`src/rtl/pingpong_fill_scheduler.sv`:
```
// rtl/pingpong_fill_scheduler.sv - ping-pong frame buffer fill scheduler
//
// Purpose: rotates images 1..NUM_IMAGES into two ping-pong frame buffers.
// Odd images go to buffer 0 and even images go to buffer 1. The block
// generates the write strobes one cycle behind the fill counter, which
// matches the reader's registered pixel output. Full buffers are handed to
// the display side.
//
// Ports:
//   clk_i, rst_ni           clock, asynchronous active-low reset
//   start_i, stop_i         begin rotation from idle / abort to idle
//   disp_done_i             display finished reading buffer disp_buf_o
//   image_number_o          image selected for the reader (0 = none)
//   buf0_empty_o/buf1_empty_o  buffer EMPTY or FILLING
//   wr_en_o, wr_buf_o, wr_addr_o  pipelined buffer write strobe
//   frame_valid_o, disp_buf_o     display-side handoff
//   frames_filled_o         completed fills, wraps at 2^16
//   busy_o                  scheduler not idle
module pingpong_fill_scheduler #(
  parameter int FRAME_PIXELS = 10000,
  parameter int NUM_IMAGES   = 4,
  parameter int ADDR_W       = 14
) (
  input  logic              clk_i,
  input  logic              rst_ni,
  input  logic              start_i,
  input  logic              stop_i,
  input  logic              disp_done_i,
  output logic [2:0]        image_number_o,
  output logic              buf0_empty_o,
  output logic              buf1_empty_o,
  output logic              wr_en_o,
  output logic              wr_buf_o,
  output logic [ADDR_W-1:0] wr_addr_o,
  output logic              frame_valid_o,
  output logic              disp_buf_o,
  output logic [15:0]       frames_filled_o,
  output logic              busy_o
);

  typedef enum logic [1:0] {
    ST_IDLE  = 2'd0,
    ST_FILL  = 2'd1,
    ST_FLUSH = 2'd2,
    ST_WAIT  = 2'd3
  } state_e;

  localparam logic [1:0] B_EMPTY   = 2'd0;
  localparam logic [1:0] B_FILLING = 2'd1;
  localparam logic [1:0] B_FULL    = 2'd2;

  localparam logic [ADDR_W-1:0] LAST_PIX = ADDR_W'(FRAME_PIXELS - 1);
  localparam logic [2:0]        LAST_IMG = 3'(NUM_IMAGES);

  state_e            state_q, state_d;
  logic [2:0]        next_img_q, next_img_d;
  logic [ADDR_W-1:0] fill_cnt_q, fill_cnt_d;
  logic [1:0][1:0]   buf_q, buf_d;
  logic              disp_buf_q, disp_buf_d;
  logic [15:0]       frames_q, frames_d;
  logic              wr_en_q, wr_buf_q;
  logic [ADDR_W-1:0] wr_addr_q;

  logic       tgt;
  logic [2:0] adv_img;
  logic       adv_tgt;
  logic       frame_valid;

  // Odd images map to buffer 0, even images to buffer 1.
  assign tgt         = ~next_img_q[0];
  assign adv_img     = (next_img_q == LAST_IMG) ? 3'd1 : next_img_q + 3'd1;
  assign adv_tgt     = ~adv_img[0];
  assign frame_valid = (buf_q[disp_buf_q] == B_FULL);

  always_comb begin
    state_d    = state_q;
    next_img_d = next_img_q;
    fill_cnt_d = fill_cnt_q;
    buf_d      = buf_q;
    disp_buf_d = disp_buf_q;
    frames_d   = frames_q;

    // Display release is applied first so a FLUSH in the same cycle sees
    // the freed buffer when choosing between FILL and WAIT.
    if (disp_done_i && frame_valid) begin
      buf_d[disp_buf_q] = B_EMPTY;
      disp_buf_d        = ~disp_buf_q;
    end

    if (stop_i) begin
      state_d    = ST_IDLE;
      fill_cnt_d = '0;
      for (int b = 0; b < 2; b++) begin
        if (buf_q[b] == B_FILLING) buf_d[b] = B_EMPTY;
      end
    end else begin
      case (state_q)
        ST_IDLE: begin
          if (start_i) begin
            if (buf_q[tgt] == B_EMPTY) begin
              state_d    = ST_FILL;
              buf_d[tgt] = B_FILLING;
            end else begin
              state_d = ST_WAIT;
            end
          end
        end
        ST_FILL: begin
          if (fill_cnt_q == LAST_PIX) begin
            state_d    = ST_FLUSH;
            fill_cnt_d = '0;
          end else begin
            fill_cnt_d = fill_cnt_q + ADDR_W'(1);
          end
        end
        ST_FLUSH: begin
          buf_d[tgt] = B_FULL;
          frames_d   = frames_q + 16'd1;
          next_img_d = adv_img;
          // With an odd rotation length the new target can be the buffer
          // just filled; buf_d already reflects that and any release.
          if (buf_d[adv_tgt] == B_EMPTY) begin
            state_d        = ST_FILL;
            buf_d[adv_tgt] = B_FILLING;
          end else begin
            state_d = ST_WAIT;
          end
        end
        ST_WAIT: begin
          if (buf_q[tgt] == B_EMPTY) begin
            state_d    = ST_FILL;
            buf_d[tgt] = B_FILLING;
          end
        end
        default: state_d = ST_IDLE;
      endcase
    end
  end

  always_ff @(posedge clk_i or negedge rst_ni) begin
    if (!rst_ni) begin
      state_q    <= ST_IDLE;
      next_img_q <= 3'd1;
      fill_cnt_q <= '0;
      buf_q      <= {B_EMPTY, B_EMPTY};
      disp_buf_q <= 1'b0;
      frames_q   <= 16'd0;
      wr_en_q    <= 1'b0;
      wr_buf_q   <= 1'b0;
      wr_addr_q  <= '0;
    end else begin
      state_q    <= state_d;
      next_img_q <= next_img_d;
      fill_cnt_q <= fill_cnt_d;
      buf_q      <= buf_d;
      disp_buf_q <= disp_buf_d;
      frames_q   <= frames_d;
      // Registered copy of the FILL indication; a write already in flight
      // still issues even when stop lands on the same edge.
      wr_en_q    <= (state_q == ST_FILL);
      wr_buf_q   <= tgt;
      wr_addr_q  <= fill_cnt_q;
    end
  end

  assign image_number_o  = (state_q == ST_FILL) ? next_img_q : 3'd0;
  assign buf0_empty_o    = (buf_q[0] != B_FULL);
  assign buf1_empty_o    = (buf_q[1] != B_FULL);
  assign wr_en_o         = wr_en_q;
  assign wr_buf_o        = wr_buf_q;
  assign wr_addr_o       = wr_addr_q;
  assign frame_valid_o   = frame_valid;
  assign disp_buf_o      = disp_buf_q;
  assign frames_filled_o = frames_q;
  assign busy_o          = (state_q != ST_IDLE);

endmodule

```
`config.mk`:
```
export PLATFORM = sky130hd
export DESIGN_NAME = pingpong_fill_scheduler
export DESIGN_NICKNAME = d
export VERILOG_FILES = /design/src/rtl/pingpong_fill_scheduler.sv
export SDC_FILE = /design/constraint.sdc
export NUM_CORES = 1
export LEC_CHECK = 0
export BUFFER_PORTS_ARGS = -buffer_cell sky130_fd_sc_hd__buf_2
export CAP_MARGIN = 25
export CORE_MARGIN = 1
export CORE_UTILIZATION = 24
export DETAILED_ROUTE_END_ITERATION = 12
export HOLD_SLACK_MARGIN = 0.05
export SYNTH_ARGS = -nofsm -noshare
export SYNTH_HDL_FRONTEND = slang
export SYNTH_SLANG_ARGS = --single-unit
```
`constraint.sdc`:
```
create_clock -name clk_i -period 2.05 [get_ports clk_i]
set_clock_uncertainty 0.05 [all_clocks]
set_input_delay 0.615 -clock clk_i [delete_from_list [all_inputs] [get_ports clk_i]]
set_output_delay 0.615 -clock clk_i [all_outputs]
set_load 0.03 [all_outputs]
```
==> reports/qor.yml, run 1 <==
yosys:
  syn_area_sq_um: 2620
  synth_top_cell_by_area: "dfrtp_1"
  ys_warn_count: 0
  synth_nets: 263
  synth_seq_cells: 56
  ys.flop_type: "dfrtp_1"
  synth.top_cell.area_share: 0.526
  ys_seq_area_frac: 0.536
  synthCells: 254
  ys_async_sr_fraction: 1.00
  yosysMostFrequentCell: "dfrtp_1"
  synth_edf_count: 0
  ys_top_cells_by_area: "dfrtp_1 53%, xnor2_1 4.0%, a31oi_1 3.6%"
  ys_top_cells_by_count: "55 x dfrtp_1, 21 x nand2_1, 17 x nor2_1"
  syn_area_per_cell_sq_um: 10.3
  synth.distinct_cells: 49
placed_design:
  portBuffers: 44
  dp_hpwl_mm: 4.35
  gp_congestion: 0.796
  dp_slack_ps: 12.1
  place_inst: 446
layout:
  fillers: 1094
  fin_cells: 456
  area_growth_pct: 25.4
  n_antenna_cell: 0
  fin_nets: 328
  drive_above_1_share: 0.288
sta:
  maxSlewViolCount: 0
  whs_ps: 179
  finalCritPeriodShare: 0.979
  rsz0062_at_grt: "true"
  setup_viol: 0
  maxSlewHeadroom: 0.719
  fin_ws_ps: 42.7
  hold_violations: 0
  fmax_ghz: 0.498
  min_period_ps: 2010
  tightestPinTransition_ps: 422
setup_path:
  critPathSlowestCell: "or4_4"
  crit_path_start_kind: "register"
  r2r_slack_ps: 40
  crit_path_frequent_cell: "or4_4"
  reg2reg_depth: 4
  reg2reg_from: "fill_cnt_q[11]$_DFFE_PN0P_"
  max_stage_delay_ps: 540
  crit_arrival_ps: 2150
  cp.required_ps: 2190
  worstSetupPathType: "reg2reg"
  cp-end-kind: "register"
  cp.buffers_inverters: 0
  crit_family: "simple AND/OR/NAND/NOR gates"
  cp_cell_sequence: "or4_4 > or4_4 > and2_4 > a22o_1"
  reg2reg_to: "fill_cnt_q[3]$_DFFE_PN0P_"
  worst-path-max-fanout: 10
drt:
  routed.top_layer: "met4"
  wl_met1_mm: 2.81
  vias: 2231
  drc_errors: 0
  ant_nets: 0
  routedWlPerCell_um: 13.4
  dr.first_iter.drc_count: 121
  wl_met3_um: 350
  wl_mm: 6.11
  viasPerCell: 4.89
  drt-pass1-iter-count: 4
  wl_met2_mm: 2.90
grt:
  grt_max_degree: 32
  antenna_found_initial: 0
  gr-total-overflow: 0
  grt_pass1_vias: 2074
  grt_use_total: 0.114
  grt_pass1_wl_mm: 10.3
floorplan:
  dieArea_sq_um: 11300
  io_pins: 45
  die_h_um: 106
  core.rowCount: 37
  die_x_um: 106
  initial_core_util: 0.250
  core-area_sq_um: 10500
clock_network:
  cts_hold_buf: 0
  cts_buffers: 5
  clock_path_buffers: 2
  worstSkewPairLatency_ps: 310
  cts.sinks: 56
  tritoncts: "yes"
  clk_pin_slew_ps: 100
  ctsHtreeMaxLevel: 2
  root_buffer: "clkbuf_8"
pwr:
  ir_worst_vdd_mv: 0.666
  power_density_nw_per_um2: 1050
  leakage_uw: 0.00157
hold_path:
  hp-class: "in2async"
flow_run:
  drv_cap: 0
status:
  status: "completed"
-- layer usage --
| layer | up-vias | track usage |
|---|---|---|
| met5 | - | 0 |
| met4 | 0 | 0.0391 |
| met3 | 4 | 0.0264 |
| met2 | 63 | 0.182 |
| met1 | 1106 | 0.150 |
| li1 | 1058 | - |
-- layout make-up --
| cell class | count | area [sq um] | share of cell area |
|---|---|---|---|
| inverter | 10 | 37.5 | 0.0114 |
| clock inverter | 1 | 7.51 | 0.00229 |
| clock buffer | 7 | 86.3 | 0.0263 |
| timing repair buffer | 69 | 429 | 0.131 |
| sequential | 56 | 1410 | 0.428 |
| tap | 136 | 170 | 0.0518 |
| multi-input combinational | 177 | 1150 | 0.349 |
-- layout by cell type (no fill, tap or decap), types with 3 or more instances in the layout --
cell type,instances
dfrtp_1,53
and2_1,3
o21ai_0,12
buf_2,42
ha_1,4
nand2b_1,7
inv_1,10
xnor2_1,12
nand2_1,21
buf_4,25
a31oi_1,15
xor2_1,3
and3_1,6
a21oi_1,4
or4_4,3
a22o_1,3
and4_1,3
clkbuf_8,6
nand3_1,12
nor2_1,17
nand4_1,8
nor3_1,6
-- flip-flops by register name (all words and copies together), names as in the netlist --
signal           count
frames_filled_o     16
wr_buf_o             1
disp_buf_o           1
buf_q                4
state_q              2
next_img_q           3
wr_addr_o           14
fill_cnt_q          14
wr_en_o              1
-- what timing repair did --
action / in CTS / in global routing
setup endpoints to repair: 4 / 5
buffers inserted: 1 / 0
gates cloned: 0 / 1
resized for setup: 4 / 5
-- kinds of logic after synthesis --
family / count (synthesis) / synth area share
simple gates: 100 / 0.207
flops: 56 / 0.536
compound gates: 55 / 0.141
buf+inv: 22 / 0.0378
xor+xnor: 15 / 0.0502
fa+ha+maj: 4 / 0.0191
mux: 2 / 0.00813
-- worst register-to-register path: cells and delay by family, from the launching register on --
| family | cells | cell delay, ps |
|---|---|---|
| AOI/OAI and AO/OA | 1 | 220 |
| DFF | 1 | 390 |
| and+or+nand+nor | 3 | 1250 |
-- power by group --
part | internal, uW | switching, uW | leakage [uW] | total (uW)
Sequential | 1290 | 198 | 0.000754 | 1480
Combinational | 540 | 790 | 0.000774 | 1330
Clock | 275 | 346 | 0.0000445 | 621
Total | 2100 | 1330 | 0.00157 | 3430
-- per-stage QoR --
step | utilization | area (sq um) | setup TNS [ps] | power, uW
CTS | 0.311 | 3260 | -23.0 | 3460
detailed placement | 0.301 | 3150 | 0 | 2780
global placement | 0.301 | 3150 | 0 | 2750
floorplan | - | 2630 | -17.2 | 2360
global route | 0.314 | 3280 | -23.9 | 3670
finish | 0.314 | 3280 | 0 | 3430
-- worst max-delay path by stage --
| stage | startpoint | end | slack (ps) | cells past startpoint |
|---|---|---|---|---|
| 4_1_cts | fill_cnt_q[11]$_DFFE_PN0P_ | fill_cnt_q[3]$_DFFE_PN0P_ | -20 | 4 |
| 3_3_place_gp | fill_cnt_q[11]$_DFFE_PN0P_ | fill_cnt_q[3]$_DFFE_PN0P_ | 30 | 4 |
| 6_report | fill_cnt_q[11]$_DFFE_PN0P_ | fill_cnt_q[3]$_DFFE_PN0P_ | 40 | 4 |
| 5_1_grt | buf_q[0]$_DFF_PN0_ | frame_valid_o | -20 | 3 |
| 3_5_place_dp | fill_cnt_q[11]$_DFFE_PN0P_ | fill_cnt_q[3]$_DFFE_PN0P_ | 10 | 4 |
| 2_1_floorplan | fill_cnt_q[4]$_DFFE_PN0P_ | fill_cnt_q[3]$_DFFE_PN0P_ | -20 | 6 |
Power figures use the tool's default switching activity.
==> run 2: changes to the inputs <==
--- a/config.mk
+++ b/config.mk
@@ -11,6 +11,7 @@
 export CORE_UTILIZATION = 24
 export DETAILED_ROUTE_END_ITERATION = 12
 export HOLD_SLACK_MARGIN = 0.05
+export SETUP_SLACK_MARGIN = 0.05
 export SYNTH_ARGS = -nofsm -noshare
 export SYNTH_HDL_FRONTEND = slang
 export SYNTH_SLANG_ARGS = --single-unit
==> constraint.sdc (replaced) <==
create_clock -name clk_i -period 1.8 [get_ports clk_i]
set_clock_uncertainty 0.05 [all_clocks]
set_input_delay 0.54 -clock clk_i [delete_from_list [all_inputs] [get_ports clk_i]]
set_output_delay 0.54 -clock clk_i [all_outputs]
set_load 0.03 [all_outputs]
==> reports/qor.yml, run 2 (synthesis gave the netlist of run 1 again) <==
setup_path:
  cp.required_ps: 1940  # -250 ps
  reg2reg_depth: 5  # +1
  crit_arrival_ps: 2130  # -20 ps
  worst-path-max-fanout: 6  # -4
  crit_path_start_kind: "register"
  cp-end-kind: "register"
  worstSetupPathType: "reg2reg"
drt:
  wl_mm: 6.36  # +4.2%
  viasPerCell: 4.70  # -3.9%
  dr.first_iter.drc_count: 85  # -30%
  routedWlPerCell_um: 13.3  # -0.84%
  ant_nets: 0  # unchanged
  drt-pass1-iter-count: 5  # +1
  drc_errors: 0  # unchanged
  vias: 2251  # +0.90%
pwr:
  leakage_uw: 0.00173  # +10%
  power_density_nw_per_um2: 1170  # +12%
  total_power_uw: 4300  # +25%
  ir_worst_vdd_mv: 0.598  # -10%
sta:
  finalSetupTns_ps: -2360  # -2360 ps
  fin_ws_ps: -193  # -236 ps
  fmax_ghz: 0.502  # +0.70%
  maxSlewViolCount: 0  # unchanged
  rsz0062_at_grt: "true"
  min_period_ps: 1990  # -13.9 ps
  setup_viol: 20  # +20
  hold_violations: 0  # unchanged
  maxSlewHeadroom: 0.746  # +0.0273
  finalCritPeriodShare: 1.11  # +0.128
  tightestPinTransition_ps: 378  # -43.9 ps
placed_design:
  portBuffers: 44  # unchanged
  dp_hpwl_mm: 4.28  # -1.5%
  gp_congestion: 0.770  # -3.3%
status:
  violations: "setup timing"
  status: "finished, violations left"
layout:
  final_common_cell: "dfrtp_1"
  largest_reg_flops: 16  # unchanged
  n_antenna_cell: 0  # unchanged
  layout_common_cells: "51 x dfrtp_1, 39 x buf_2, 39 x buf_4, 21 x nand2_1, 15 x nor2_1"
  area_growth_pct: 40.3
  drive_above_1_share: 0.402  # +0.115
  fin_nets: 352  # +7.3%
hold_path:
  hp-class: "in2async"
clock_network:
  cts.sinks: 56  # unchanged
  clock_path_buffers: 2  # unchanged
  worstSkewPairLatency_ps: 310  # about the same
  clk_pin_slew_ps: 100  # about the same
  cts_buffers: 5  # unchanged
  ctsHtreeMaxLevel: 2  # unchanged
  tritoncts: "yes"
  root_buffer: "clkbuf_8"
  cts_hold_buf: 0  # unchanged
floorplan:
  die_h_um: 106  # unchanged
  die_x_um: 106  # unchanged
  core-area_sq_um: 10500  # unchanged
  core.rowCount: 37  # unchanged
  initial_core_util: 0.250  # unchanged
  io_pins: 45  # unchanged
  dieArea_sq_um: 11300  # unchanged
grt:
  grt_pass1_wl_mm: 10.3  # -0.34%
  grt_pass1_vias: 2099  # +1.2%
  gr-total-overflow: 0  # unchanged
  grt_max_degree: 57  # +78%
  antenna_found_initial: 0  # unchanged
  grt_use_total: 0.114  # +0.000528
flow_run:
  drv_cap: 0  # unchanged
run 2: cell types whose count changed in the layout (fill, tap and decap cells not counted), moves of 3 or more:
cell,before,now
a31oi_1,15,11
nand2b_4,1,4
buf_2,42,39
buf_4,25,39
buf_6,1,13
nand2b_1,7,4
a31oi_4,0,3
run 2: routing by layer:
metal  vias to the layer above  wire length [um]  part of all wire  global-route usage
li1                       1106                 -                 -                   -
met1                      1086              2980              0.47               0.157
met2                        53              3040              0.48               0.177
met3                         6               263             0.041              0.0196
met4                         0                85             0.013              0.0460
met5                         -                 0                 0                   0
run 2: repair_timing:
item | CTS | global route
cloned | 1 | 0
gates resized for setup | 39 | 12
pin swaps | 3 | 3
endpoints found under the setup margin | 23 | 29
buffers inserted | 9 | 3
run 2: layout make-up:
type,instances,area (sq um)
fillers,1073,6790
flip-flops and latches,56,1410
multi-input cells,177,1300
repair buffers,93,674
well taps,136,170
clock buffers,5,68.8
inverters,10,37.5
clock inverters,2,12.5
run 2: path summary, 6_finish.rpt:
check	from	endpoint	slack [ps]
setup reg to reg	fill_cnt_q[11]$_DFFE_PN0P_	fill_cnt_q[11]$_DFFE_PN0P_	-190
hold reg to reg	frames_filled_o[15]$_DFFE_PN0P_	frames_filled_o[15]$_DFFE_PN0P_	430
setup / recovery	fill_cnt_q[11]$_DFFE_PN0P_	fill_cnt_q[11]$_DFFE_PN0P_	-190
max in group asynchronous	rst_ni	next_img_q[0]$_DFFE_PN1P_	1250
hold / removal	rst_ni	frames_filled_o[9]$_DFFE_PN0P_	170
min in group clk_i	frames_filled_o[15]$_DFFE_PN0P_	frames_filled_o[15]$_DFFE_PN0P_	430
run 2: worst max-delay path, stage by stage, from the launching register on:
cell and delay [ps]:
dfrtp_1 390, or4_4 540, buf_4 150, or4_4 460, or4b_4 230, a31oi_1 70
run 2: per-stage QoR:
step	util	setup slack, ps	cells	instance area, sq um	hold WS (ps)
floorplan	-	-267	254	2670	194
global placement	0.314	-198	459	3280	417
detailed placement	0.314	-225	459	3280	423
CTS	0.340	-194	476	3560	179
global route	0.351	-245	479	3670	179
finish	0.351	-193	479	3670	167
run 2: where the power goes:
group | internal, uW | switching (uW) | total, uW
clock | 265 | 418 | 683
sequential | 1470 | 198 | 1670
combinational | 886 | 1070 | 1950
total | 2620 | 1680 | 4300
==> run 3: changes to the inputs <==
--- a/config.mk
+++ b/config.mk
@@ -5,12 +5,14 @@
 export SDC_FILE = /design/constraint.sdc
 export NUM_CORES = 1
 export LEC_CHECK = 0
+export ABC_AREA = 1
 export BUFFER_PORTS_ARGS = -buffer_cell sky130_fd_sc_hd__buf_2
 export CAP_MARGIN = 25
 export CORE_MARGIN = 1
 export CORE_UTILIZATION = 24
 export DETAILED_ROUTE_END_ITERATION = 12
 export HOLD_SLACK_MARGIN = 0.05
+export PLACE_DENSITY = 0.43
 export SETUP_SLACK_MARGIN = 0.05
 export SYNTH_ARGS = -nofsm -noshare
 export SYNTH_HDL_FRONTEND = slang
==> reports/qor.yml, run 3 <==
yosys:
  ys_warn_count: 0  # unchanged
  synth_seq_cells: 56  # unchanged
  ys.flop_type: "dfrtp_1"
  synth_nets: 296  # +13%
  syn_area_per_cell_sq_um: 9.19  # -11%
  ys_top_cells_by_count: "62 x nand2_1, 55 x dfrtp_1, 31 x inv_1"
  ys_seq_area_frac: 0.532  # -0.00432
  synth.top_cell.area_share: 0.522  # -0.00424
  yosysMostFrequentCell: "nand2_1"
  syn_area_sq_um: 2640  # +0.81%
  synthCells: 287  # +13%
  synth.distinct_cells: 31  # -37%
  synth_top_cell_by_area: "dfrtp_1"
  ys_async_sr_fraction: 1.00  # unchanged
  synth_edf_count: 0  # unchanged
  ys_top_cells_by_area: "dfrtp_1 52%, nand2_1 8.8%, xor2_1 5.0%"
drt:
  drt-pass1-iter-count: 4  # -1
  wl_mm: 6.29  # -1.1%
  routedWlPerCell_um: 12.3  # -7.5%
  viasPerCell: 4.24  # -9.9%
  dr.first_iter.drc_count: 69  # -19%
  vias: 2169  # -3.6%
  ant_nets: 0  # unchanged
  drc_errors: 0  # unchanged
sta:
  min_period_ps: 1830  # -165 ps
  fmax_ghz: 0.547  # +9.0%
  finalCritPeriodShare: 1.02  # -0.0917
  rsz0062_at_grt: "true"
  maxSlewViolCount: 0  # unchanged
  fin_ws_ps: -28.3  # +165 ps
  tightestPinTransition_ps: 320  # -57.7 ps
  hold_violations: 0  # unchanged
  maxSlewHeadroom: 0.785  # +0.0384
  setup_viol: 2  # -90%
setup_path:
  reg2reg_to: "buf_q[0]$_DFF_PN0_"
  endpoint: "image_number_o[0]"
  crit_arrival_ps: 1240  # -890 ps
  cp-startpoint: "next_img_q[0]$_DFFE_PN1P_"
  worstSetupPathType: "reg2out"
  crit_path_start_kind: "register"
  r2r_slack_ps: 110  # +300 ps
  reg2reg_from: "next_img_q[0]$_DFFE_PN1P_"
  cp.required_ps: 1210  # -730 ps
  reg2reg_depth: 13  # +8
  worst-path-max-fanout: 2  # -4
  cp-end-kind: "primary output"
layout:
  final_common_cell: "nand2_1"
  layout_common_cells: "57 x nand2_1, 52 x dfrtp_1, 38 x buf_2, 36 x buf_4, 27 x inv_1"
  final_util: 0.338  # -0.0135
  largest_reg_flops: 16  # unchanged
  multiInputGateArea_sq_um: 1160  # -11%
  regArea_sq_um: 1410  # about the same
  drive_above_1_share: 0.356  # -0.0459
  fin_cells: 512  # +6.9%
  fin_nets: 384  # +9.1%
  postLayoutCellArea_sq_um: 3550  # -3.4%
  n_antenna_cell: 0  # unchanged
  fillers: 1092  # +1.8%
  area_growth_pct: 34.5
grt:
  grt_pass1_wl_mm: 10.3  # unchanged
  gr-total-overflow: 0  # unchanged
  grt_use_total: 0.116  # +0.00134
  antenna_found_initial: 0  # unchanged
  grt_max_degree: 57  # unchanged
  grt_pass1_vias: 2112  # +0.62%
pwr:
  combPwrFrac: 0.452  # -0.002
  leakage_uw: 0.00174  # +0.66%
  power_density_nw_per_um2: 1260  # +7.8%
  power_frac_clock: 0.189  # +0.030
  p_int_uw: 2700  # +3.1%
  seqPwrFrac: 0.359  # -0.028
  netSwitchingFraction: 0.397  # +0.00625
  power.switching_uw: 1780  # +5.8%
  ir_worst_vdd_mv: 0.545  # -8.8%
clock_network:
  clock_path_buffers: 2  # unchanged
  tritoncts: "yes"
  clk_pin_slew_ps: 100  # about the same
  ctsHtreeMaxLevel: 2  # unchanged
  worstSkewPairLatency_ps: 310  # about the same
  cts_buffers: 5  # unchanged
  root_buffer: "clkbuf_8"
  cts.sinks: 56  # unchanged
status:
  violations: "setup timing"
  status: "finished, violations left"
placed_design:
  placed_cell_area_sq_um: 3220  # -1.8%
  dp_hpwl_mm: 4.40  # +2.9%
  place_inst: 490  # +6.8%
  gp_congestion: 0.827  # +7.5%
  portBuffers: 44  # unchanged
floorplan:
  core-area_sq_um: 10500  # +0.44%
  initial_core_util: 0.251  # +0.000922
  dieArea_sq_um: 11400  # +0.79%
  die_x_um: 107  # +0.39%
  core.rowCount: 37  # unchanged
  io_pins: 45  # unchanged
  die_h_um: 107  # +0.39%
hold_path:
  hp-class: "in2async"
flow_run:
  drv_cap: 0  # unchanged
==> run 3: cell types whose count changed after synthesis, sizes merged, moves of 8 or more <==
| cell | change |
|---|---|
| a31oi | -14 |
| nand2b | -8 |
| clkbuf | -9 |
| xor2 | +12 |
| nor2 | +9 |
| inv | +25 |
| nand2 | +43 |
| nor3 | +8 |
==> run 3: cells by family after synthesis <==
group	synth area share
flip-flops	0.532
buffers and inverters	0.0536
adder cells (fa/ha/maj)	0.0190
AO/OA/AOI/OAI	0.0744
AND/OR/NAND/NOR	0.246
XOR/XNOR	0.0759
==> run 3: repair_timing <==
action	4_1_cts	5_1_grt
hold buffers	0	0
gates resized for setup	26	14
endpoints found under the setup margin	6	11
pin swaps	3	8
setup buffers	8	6
==> run 3: cell type report <==
cell class / instances / share of cell area
inverters: 35 / 0.0377
flip-flops and latches: 56 / 0.396
clock inverters: 2 / 0.0109
repair buffers: 83 / 0.161
well taps: 136 / 0.0480
clock buffers: 6 / 0.0205
multi-input cells: 194 / 0.326
==> run 3: per-stage QoR <==
stage,total power (uW),setup slack (ps),TNS (ps),hold slack (ps)
after global routing,4780,-86.5,-278,179
final,4480,-28.3,-41.8,145
after detailed placement,3230,99.1,0,389
after floorplan,2650,40.5,0,194
after CTS,4380,-17.7,-30.6,170
after global placement,3220,112,0,390
==> run 3: how the worst min path moves through the flow <==
stage / from / to / slack (ps) / cells past startpoint
finish: rst_ni / disp_buf_o$_DFFE_PN0N_ / 150 / 2
global route: rst_ni / fill_cnt_q[6]$_DFFE_PN0P_ / 180 / 2
CTS: rst_ni / fill_cnt_q[6]$_DFFE_PN0P_ / 170 / 2
detailed placement: fill_cnt_q[13]$_DFFE_PN0P_ / wr_addr_o[13]$_DFF_PN0_ / 390 / 0
global placement: fill_cnt_q[13]$_DFFE_PN0P_ / wr_addr_o[13]$_DFF_PN0_ / 390 / 0
floorplan: rst_ni / buf_q[0]$_DFF_PN0_ / 190 / 0
==> run 3: routing by layer <==
| layer | wire length [um] | vias to the layer above | track usage |
|---|---|---|---|
| li1 | - | 1104 | - |
| met2 | 3040 | 29 | 0.190 |
| met4 | 73 | 0 | 0.0352 |
| met5 | 0 | - | 0 |
| met3 | 189 | 4 | 0.0237 |
| met1 | 2990 | 1032 | 0.153 |
==> run 3: power groups by stage <==
stage | Clock [uW] | Sequential [uW] | Combinational [uW]
2_1_floorplan | 0 | 1810 | 842
3_3_place_gp | 0 | 1640 | 1580
3_5_place_dp | 0 | 1650 | 1580
4_1_cts | 890 | 1600 | 1890
5_1_grt | 929 | 1640 | 2220
6_report | 846 | 1610 | 2020
==> run 3: worst max-delay path: stages, from the launching register on <==
cell     delay, ps
dfstp_2        550
inv_2           40
buf_6          120
nor2_4          90
buf_6          130
